**src/rtl/tern_pkg.sv**
```systemverilog
// Shared ternary definitions: trit codes, scheduler FSM states, trit NAND.
package tern_pkg;

    localparam logic [1:0] T0 = 2'b00;
    localparam logic [1:0] T1 = 2'b01;
    localparam logic [1:0] T2 = 2'b10;
    localparam logic [1:0] TX = 2'b11;  // invalid code, propagated as-is

    typedef enum logic [1:0] {
        IDLE = 2'd0,
        RUN  = 2'd1,
        RESP = 2'd2
    } state_t;

    // Ternary NAND: C = 2 - min(A,B); any invalid operand yields TX.
    function automatic logic [1:0] trit_nand(input logic [1:0] a, input logic [1:0] b);
        logic [1:0] m;
        m = (a < b) ? a : b;
        if (a == TX || b == TX)
            return TX;
        return T2 - m;
    endfunction

endpackage

```
**src/rtl/nandgate.sv**
```systemverilog
// Combinational single-trit ternary NAND cell with invalid-code flag.
module nandgate
    import tern_pkg::*;
(
    input  logic [1:0] a,
    input  logic [1:0] b,
    output logic [1:0] y,
    output logic       err
);

    assign y   = trit_nand(a, b);
    assign err = (a == TX) || (b == TX);

endmodule

```
**src/rtl/tnand_sched.sv**
```systemverilog
// Round-robin scheduler sharing one ternary NAND cell among N_REQ requesters,
// processing one trit per cycle.
module tnand_sched
    import tern_pkg::*;
#(
    parameter int N_REQ = 4,
    parameter int TRITS = 4
) (
    input  logic                     clk,
    input  logic                     rst_n,
    input  logic [N_REQ-1:0]         req_valid,
    output logic [N_REQ-1:0]         req_ready,
    input  logic [N_REQ*2*TRITS-1:0] req_a,
    input  logic [N_REQ*2*TRITS-1:0] req_b,
    output logic                     rsp_valid,
    input  logic                     rsp_ready,
    output logic [2:0]               rsp_id,
    output logic [2*TRITS-1:0]       rsp_data,
    output logic                     rsp_err
);

    localparam int             W      = 2 * TRITS;
    localparam int             KW     = (TRITS > 1) ? $clog2(TRITS) : 1;
    localparam logic [KW-1:0]  K_LAST = KW'(TRITS - 1);
    localparam logic [2:0]     LG_RST = 3'(N_REQ - 1);

    state_t         state, state_nx;
    logic [2:0]     last_grant;
    logic [2:0]     pick;
    logic           pick_any;
    logic [W-1:0]   sel_a, sel_b;
    logic [W-1:0]   op_a, op_b, res;
    logic           err_r;
    logic [KW-1:0]  k;
    logic [2:0]     id;
    logic [1:0]     cell_y;
    logic           cell_err;

    // Round-robin pick: scan offsets high to low so the nearest requester after last_grant wins.
    always_comb begin
        pick     = '0;
        pick_any = 1'b0;
        for (int off = N_REQ; off >= 1; off--) begin
            for (int i = 0; i < N_REQ; i++) begin
                if (req_valid[i] && i == (int'(last_grant) + off) % N_REQ) begin
                    pick     = 3'(i);
                    pick_any = 1'b1;
                end
            end
        end
    end

    // Operand mux for the picked requester.
    always_comb begin
        sel_a = '0;
        sel_b = '0;
        for (int i = 0; i < N_REQ; i++) begin
            if (pick == 3'(i)) begin
                sel_a = req_a[i*W +: W];
                sel_b = req_b[i*W +: W];
            end
        end
    end

    // The single shared NAND cell, fed the current trit of the captured operands.
    nandgate u_cell (
        .a   (op_a[2*k +: 2]),
        .b   (op_b[2*k +: 2]),
        .y   (cell_y),
        .err (cell_err)
    );

    // FSM state register.
    always_ff @(posedge clk or negedge rst_n) begin
        if (!rst_n) state <= IDLE;
        else        state <= state_nx;
    end

    // Next-state logic and grant strobe; ready is also gated by reset so it drops at once.
    always_comb begin
        state_nx  = state;
        req_ready = '0;
        case (state)
            IDLE: begin
                if (pick_any) begin
                    state_nx = RUN;
                    for (int i = 0; i < N_REQ; i++)
                        req_ready[i] = rst_n && (pick == 3'(i));
                end
            end
            RUN:     if (k == K_LAST) state_nx = RESP;
            RESP:    if (rsp_ready)   state_nx = IDLE;
            default: state_nx = IDLE;
        endcase
    end

    // Datapath: capture operands on accept, build result trit by trit, update priority on handshake.
    always_ff @(posedge clk or negedge rst_n) begin
        if (!rst_n) begin
            op_a       <= '0;
            op_b       <= '0;
            res        <= '0;
            err_r      <= 1'b0;
            k          <= '0;
            id         <= '0;
            last_grant <= LG_RST;
        end else begin
            case (state)
                IDLE: if (pick_any) begin
                    op_a  <= sel_a;
                    op_b  <= sel_b;
                    res   <= '0;
                    err_r <= 1'b0;
                    k     <= '0;
                    id    <= pick;
                end
                RUN: begin
                    res[2*k +: 2] <= cell_y;
                    err_r         <= err_r | cell_err;
                    k             <= k + 1'b1;
                end
                RESP: if (rsp_ready) last_grant <= id;
                default: ;
            endcase
        end
    end

    // Response outputs read zero outside RESP.
    assign rsp_valid = (state == RESP);
    assign rsp_data  = rsp_valid ? res   : '0;
    assign rsp_err   = rsp_valid ? err_r : 1'b0;
    assign rsp_id    = rsp_valid ? id    : 3'd0;

endmodule

```
**config.mk**
```make
export PLATFORM = sky130hd
export DESIGN_NAME = tnand_sched
export DESIGN_NICKNAME = d
export VERILOG_FILES = /design/src/rtl/tern_pkg.sv /design/src/rtl/nandgate.sv /design/src/rtl/tnand_sched.sv
export SDC_FILE = /design/constraint.sdc
export NUM_CORES = 1
export LEC_CHECK = 0
export ABC_AREA = 1
export BUFFER_PORTS_ARGS = -buffer_cell sky130_fd_sc_hd__buf_2
export CELL_PAD_IN_SITES_DETAIL_PLACEMENT = 0
export CELL_PAD_IN_SITES_GLOBAL_PLACEMENT = 1
export CORE_MARGIN = 1
export CORE_UTILIZATION = 34
export DETAILED_ROUTE_END_ITERATION = 16
export PLACE_DENSITY = 0.82
export REMOVE_ABC_BUFFERS = 1
export SYNTH_ARGS = -nofsm -noshare
export SYNTH_HDL_FRONTEND = slang
export SYNTH_SLANG_ARGS = --single-unit
```
**constraint.sdc**
```tcl
create_clock -name clk -period 3 [get_ports clk]
set_clock_uncertainty 0.2 [all_clocks]
set_input_delay 0.45 -clock clk [delete_from_list [all_inputs] [get_ports clk]]
set_output_delay 0.45 -clock clk [all_outputs]
set_load 0.05 [all_outputs]
```
; Yosys cells after proc, flatten, opt, wreduce, memory -nomap -nowiden
; Index checks and enable logic that the tools add are counted.
[word_totals]
regBits = 34
rom_bits = 0
output_inout_bits = 17
memories = 0
ramBits = 0
latch_bits = 0
word_cells = 143
in_bits = 71
[classes]
magnitude_cmp = 1
eq_ne = 23
bitwise = 5
mul = 0
n_mux = 59
div_mod_pow = 0
n_reduce_logical = 36
n_shift = 4
addsub = 7
[ops]
columns = operator, count
row1 = logical NOT 32 bit, 4
row2 = two-way mux 8 bit, 10
row3 = two-way mux 3 bit, 14
row4 = negator 3 -> 34 bit, 1
row5 = "variable shift 2 x 34 -> 8 bit, first input constant", 1
row6 = indexed part select 2 x 34 -> 8 bit, 1
row7 = "== test 3 bit, first input constant", 8
row8 = logical AND 1 bit, 20
row9 = two-way mux 1 bit, 20
row10 = two-way mux 2 bit, 8
row11 = case mux 8 bit (2 select lines), 1
row12 = indexed part select 8 x 4 -> 2 bit, 2
row13 = "== test 2 x 3 -> 1 bit, first input constant", 4
row14 = bitwise mux 8 bit, 1
row15 = "== test 2 bit, second input constant", 4
row16 = two-way mux 4 bit, 2
row17 = OR reduction 2 bit, 4
row18 = "adder 2 x 1 -> 2 bit, second input constant", 3
row19 = "== test 3 x 2 -> 1 bit, second input constant", 2
row20 = case mux 2 bit (3 select lines), 1
row21 = AND reduction 2 bit, 3
row22 = "adder 2 bit, second input constant", 2
row23 = "bitwise AND 1 bit, first input constant", 4
row24 = "inequality test 2 bit, second input constant", 2
row25 = other kinds (13), 13

; Logic depth before layout (Yosys ltp)
[depth]
ltp_word = 25
ltp_mapped = 21
ltp_nobuf = 20

; By module
; From an unflattened synthesis, not the netlist that was laid out.
[unflattened]
cells_unflattened = 438
hier_area_um2 = 2864.0
[by_module_without_submodules]
columns = mod, cells_per_inst, n_inst, seq_area_each_um2, area_per_inst_um2
row1 = tnand_sched, 421, 1, 828.3, 2765.2
row2 = nandgate, 17, 1, 0.0, 98.8

; Worst setup path before layout
; OpenSTA, ideal clock, no wires.
[synth_timing]
path_type = register to output
start = reg last_grant[1]
end = out req_ready[0]
setup_slack_ns = -0.406
arrival_time_ns = 2.756
t_required_ns = 2.350
path_stages_with_launch = 12
n_path_buf = 3
cell_sequence = dfstp_2 buf_4 nor2_2 nand2_1 nand2_1 a31oi_1 o21ai_1 a21oi_4 inv_2 buf_2 buf_6 nor3_1
[synth_between]
elab_chain_cells = 24
word_cells_on_any_way = 79
classes_between = add/sub (4) / eq/ne (12) / mux (33) / bitwise (4) / reduce/logical (26)
[synth_lines]
columns = item, line
row1 = start: declaration, tnand_sched.sv:28  ; logic [2:0] last_grant;
row2 = start signal: assignment, tnand_sched.sv:122  ; RESP: if (rsp_ready) last_grant <= id;
row3 = adder 2 x 1 -> 2 bit, tnand_sched.sv:45  ; if (req_valid[i] && i == (int'(last_grant) + off) % N_REQ) begin
row4 = OR reduction 2 bit (no source line), n/a
row5 = bitwise AND 1 bit (no source line), n/a
row6 = == test 2 x 3 -> 1 bit, tnand_sched.sv:45
row7 = logical AND 1 bit, tnand_sched.sv:45
row8 = two-way mux 1 bit, tnand_sched.sv:45
row9 = two-way mux 2 bit, tnand_sched.sv:45
row10 = two-way mux 3 bit (13 in series), tnand_sched.sv:45
row11 = logical NOT 3 bit, tnand_sched.sv:88  ; req_ready[i] = rst_n && (pick == 3'(i));
row12 = logical AND 1 bit, tnand_sched.sv:88
row13 = two-way mux 4 bit (*), tnand_sched.sv:85  ; if (pick_any) begin
row14 = two-way mux 4 bit (*), tnand_sched.sv:83  ; case (state)
row15 = end: declaration, tnand_sched.sv:12  ; output logic [N_REQ-1:0] req_ready,
; Mark *: on every way between the ends. The rest lies on a longest branch, timed or not.

; Worst setup path in the final report
[layout_timing]
start = reg last_grant[0]
end = out req_ready[2]
[layout_between]
elab_chain_cells = 24
word_cells_on_any_way = 79
classes_between = add/sub (4) / eq/ne (13) / mux (33) / bitwise (4) / reduce/logical (25)
[layout_lines]
columns = item, line
row1 = adder 2 x 1 -> 2 bit, tnand_sched.sv:45
row2 = OR reduction 2 bit (no source line), n/a
row3 = bitwise AND 1 bit (no source line), n/a
row4 = == test 2 x 3 -> 1 bit, tnand_sched.sv:45
row5 = logical AND 1 bit, tnand_sched.sv:45
row6 = two-way mux 1 bit, tnand_sched.sv:45
row7 = two-way mux 2 bit, tnand_sched.sv:45
row8 = two-way mux 3 bit (13 in series), tnand_sched.sv:45
row9 = == test 3 x 2 -> 1 bit, tnand_sched.sv:88
row10 = logical AND 1 bit, tnand_sched.sv:88
row11 = two-way mux 4 bit (*), tnand_sched.sv:85
row12 = two-way mux 4 bit (*), tnand_sched.sv:83
; Marked as above.

==> out/metrics.yaml <==
die_area_mm2: 0.00747
hold_viol: 0
drc: 0
start_util: 0.355
dpl_cell_area_mm2: 0.00293
io_pins: 88
postRouteAntennaNets: 0
hp-class: "in2async"
drive_above_1_share: 0.303
path_max_fanout: 6
hpwl_um: 4820
die_y_um: 86.4
clk_latency_ns: 0.29
core_mm2: 0.00683
grtUsageTotal: 0.176
critical_path_class: "reg2out"
yosysSeqAreaShare: 0.342
antenna_cells: 0
io_buffers: 86
netlist_top_cells_area: "dfrtp_1 32%, nand2_1 19%, nand3_1 9.3%"
gp_congestion: 0.866
cpMostUsedCell: "buf_6"
power.switching_mw: 1.99
grt_first_pass_wirelength_um: 10400
seqPwrFrac: 0.199
power_frac_clock: 0.110
yosys_register_bits: 33
wire_per_inst_um: 11.6
via_count: 2696
cp.required_ns: 2.35
ys_warn_count: 0
final_cell_count_no_fill: 568
cp-start-kind: "register"
r2r_end: "k[1]"
synthArstFlopShare: 1.00
drv_cap: 0
cts_root_buf: "clkbuf_8"
totalWireLength_um: 6590
rsz0062_at_grt: "true"
grt_overflow: 0
reg2regPathDepth: 11
drv_slew: 0
critPathMaxStageDelay_ns: 0.62
synth_common_cells: "120 x nand2_1, 45 x nand3_1, 40 x inv_1"
rows: 30
ir_drop_mv: 0.703
setup_violations: 0
htree_levels: 2
cts_tree: "done"
synth-edff-count: 0
drtPass1Iterations: 4
synthesis.area_mm2: 0.00242
crit_path_end_kind: "output pin"
placed_cells: 545
clk_pin_slew_ns: 0.07
layout_min_cycle_time_ns: 2.94
cts-buffers-inserted: 5
drtIter0Drc: 135
cp.arrival_ns: 2.29
cts_buffer_depth: 2
syn_area_per_cell_um2: 6.51
grt_max_degree: 34
die_w_um: 86.4
powerDensity_mw_per_mm2: 1200
via_per_inst: 4.75
fmax_mhz: 340
area_delta_synth_final_pct: 35.0
nFillCells: 721
crit_slowest_cell: "dfstp_2"
synth_most_common_cell: "nand2_1"
p_sw_frac: 0.505
crit_chain: "buf_6 -> buf_4 -> nand3_2 -> nand2_2 -> inv_2 -> nand3_1 -> nor2_1 -> and2_1 -> nor2_4 -> nand2_4 -> nor3_4 -> buf_6"
ys_types: 35
intPower_mw: 1.94
pwr-share-comb: 0.692
regToRegStartpoint: "last_grant[0]"
regToRegSetupSlack_ns: 0.27
nets: 548
fin_crit_sh: 0.981
cts_sinks: 33
grt_pass1_vias: 2422
synth_top_cell_by_area: "dfrtp_1"
antenna_found_initial: 0
synth_cells: 372
p_leak_nw: 1.78
yosys.area.top_type_share: 0.320
stdcell_area_mm2: 0.00327
outcome: "completed"
ys.flop_type: "dfrtp_1"
==> metrics by stage <==
step	utilization	TNS, ns	hold WS [ns]	setup slack, ns	power, mW
after floorplan	-	-0.985	-0.0456	-0.451	2.51
after global placement	0.429	0	0.262	0.280	3.13
after detailed placement	0.429	0	0.264	0.305	3.17
after CTS	0.448	0	0.00972	0.000555	3.62
after global routing	0.479	-0.301	0.0628	-0.0989	4.40
final	0.479	0	0.0288	0.0560	3.93
==> metal layers <==
metal  share of wire  track usage
met4           0.012       0.0545
met1            0.44        0.216
met5               0            0
met3           0.058       0.0314
met2            0.49        0.312
==> cell families (layout without fill, tap and decap cells) <==
kind of cell / count (synthesis) / after routing / share of synthesized area
DFF: 33 / 33 / 0.342
AOI/OAI and AO/OA: 61 / 61 / 0.143
other: 1 / 1 / 0.00155
buffers and inverters: 61 / 160 / 0.111
and+or+nand+nor: 210 / 211 / 0.372
adders and majority gates: 6 / 6 / 0.0310
==> sequential cells by signal, indices dropped and copies added, names as in the netlist <==
name / cells
err_r: 1
id: 2
k: 2
last_grant: 2
op_a: 8
op_b: 8
res: 8
state: 2
==> power groups by stage <==
| stage | logic [mW] | clock network [mW] | registers (mW) |
|---|---|---|---|
| floorplan | 1.73 | 0 | 0.776 |
| global placement | 2.34 | 0 | 0.787 |
| detailed placement | 2.38 | 0 | 0.794 |
| CTS | 2.39 | 0.443 | 0.787 |
| global route | 3.12 | 0.464 | 0.806 |
| finish | 2.72 | 0.432 | 0.780 |
==> repair_timing <==
item	4_1_cts	5_1_grt
setup buffers	0	14
setup endpoints to repair	2	18
hold buffers	0	0
gates resized for setup	2	28
gates cloned	0	1
pin swaps	0	8
==> cell type report <==
type,count,area [µm²],area share
multi-input combinational,279,1410,0.431
clock buffer,6,82.6,0.0252
clock inverter,2,37.5,0.0115
sequential,33,828,0.253
inverter,43,161,0.0493
tap,96,120,0.0367
timing repair buffer,109,632,0.193
==> worst max-delay path by stage <==
stage	start	slack [ns]	cells after the start	endpoint
3_5_place_dp	last_grant[1]	0.30	21	op_a[6]
6_report	last_grant[0]	0.06	12	req_ready[2]
3_3_place_gp	last_grant[1]	0.28	17	req_ready[2]
4_1_cts	last_grant[1]	0.0006	9	req_ready[0]
2_1_floorplan	last_grant[0]	-0.45	9	req_ready[0]
5_1_grt	last_grant[1]	-0.1	17	req_ready[3]
==> layout by cell type (no fill, tap or decap), types with 6 or more instances in the layout <==
cell | Yosys | final
nand2_1 | 120 | 115
buf_2 | 7 | 82
nand3_1 | 45 | 43
inv_1 | 40 | 39
o21ai_0 | 36 | 36
dfrtp_1 | 31 | 31
nor2_1 | 26 | 25
buf_4 | 4 | 22
o21ai_1 | 10 | 10
o22ai_1 | 7 | 7
ha_1 | 6 | 6
clkbuf_8 | 0 | 6
==> worst max-delay path, delay by kind of cell (launching register included) <==
family | cells | cell delay (ns)
buf+inv | 4 | 0.48
flops | 1 | 0.62
simple gates | 8 | 0.90
Power figures use the tool's default switching activity.
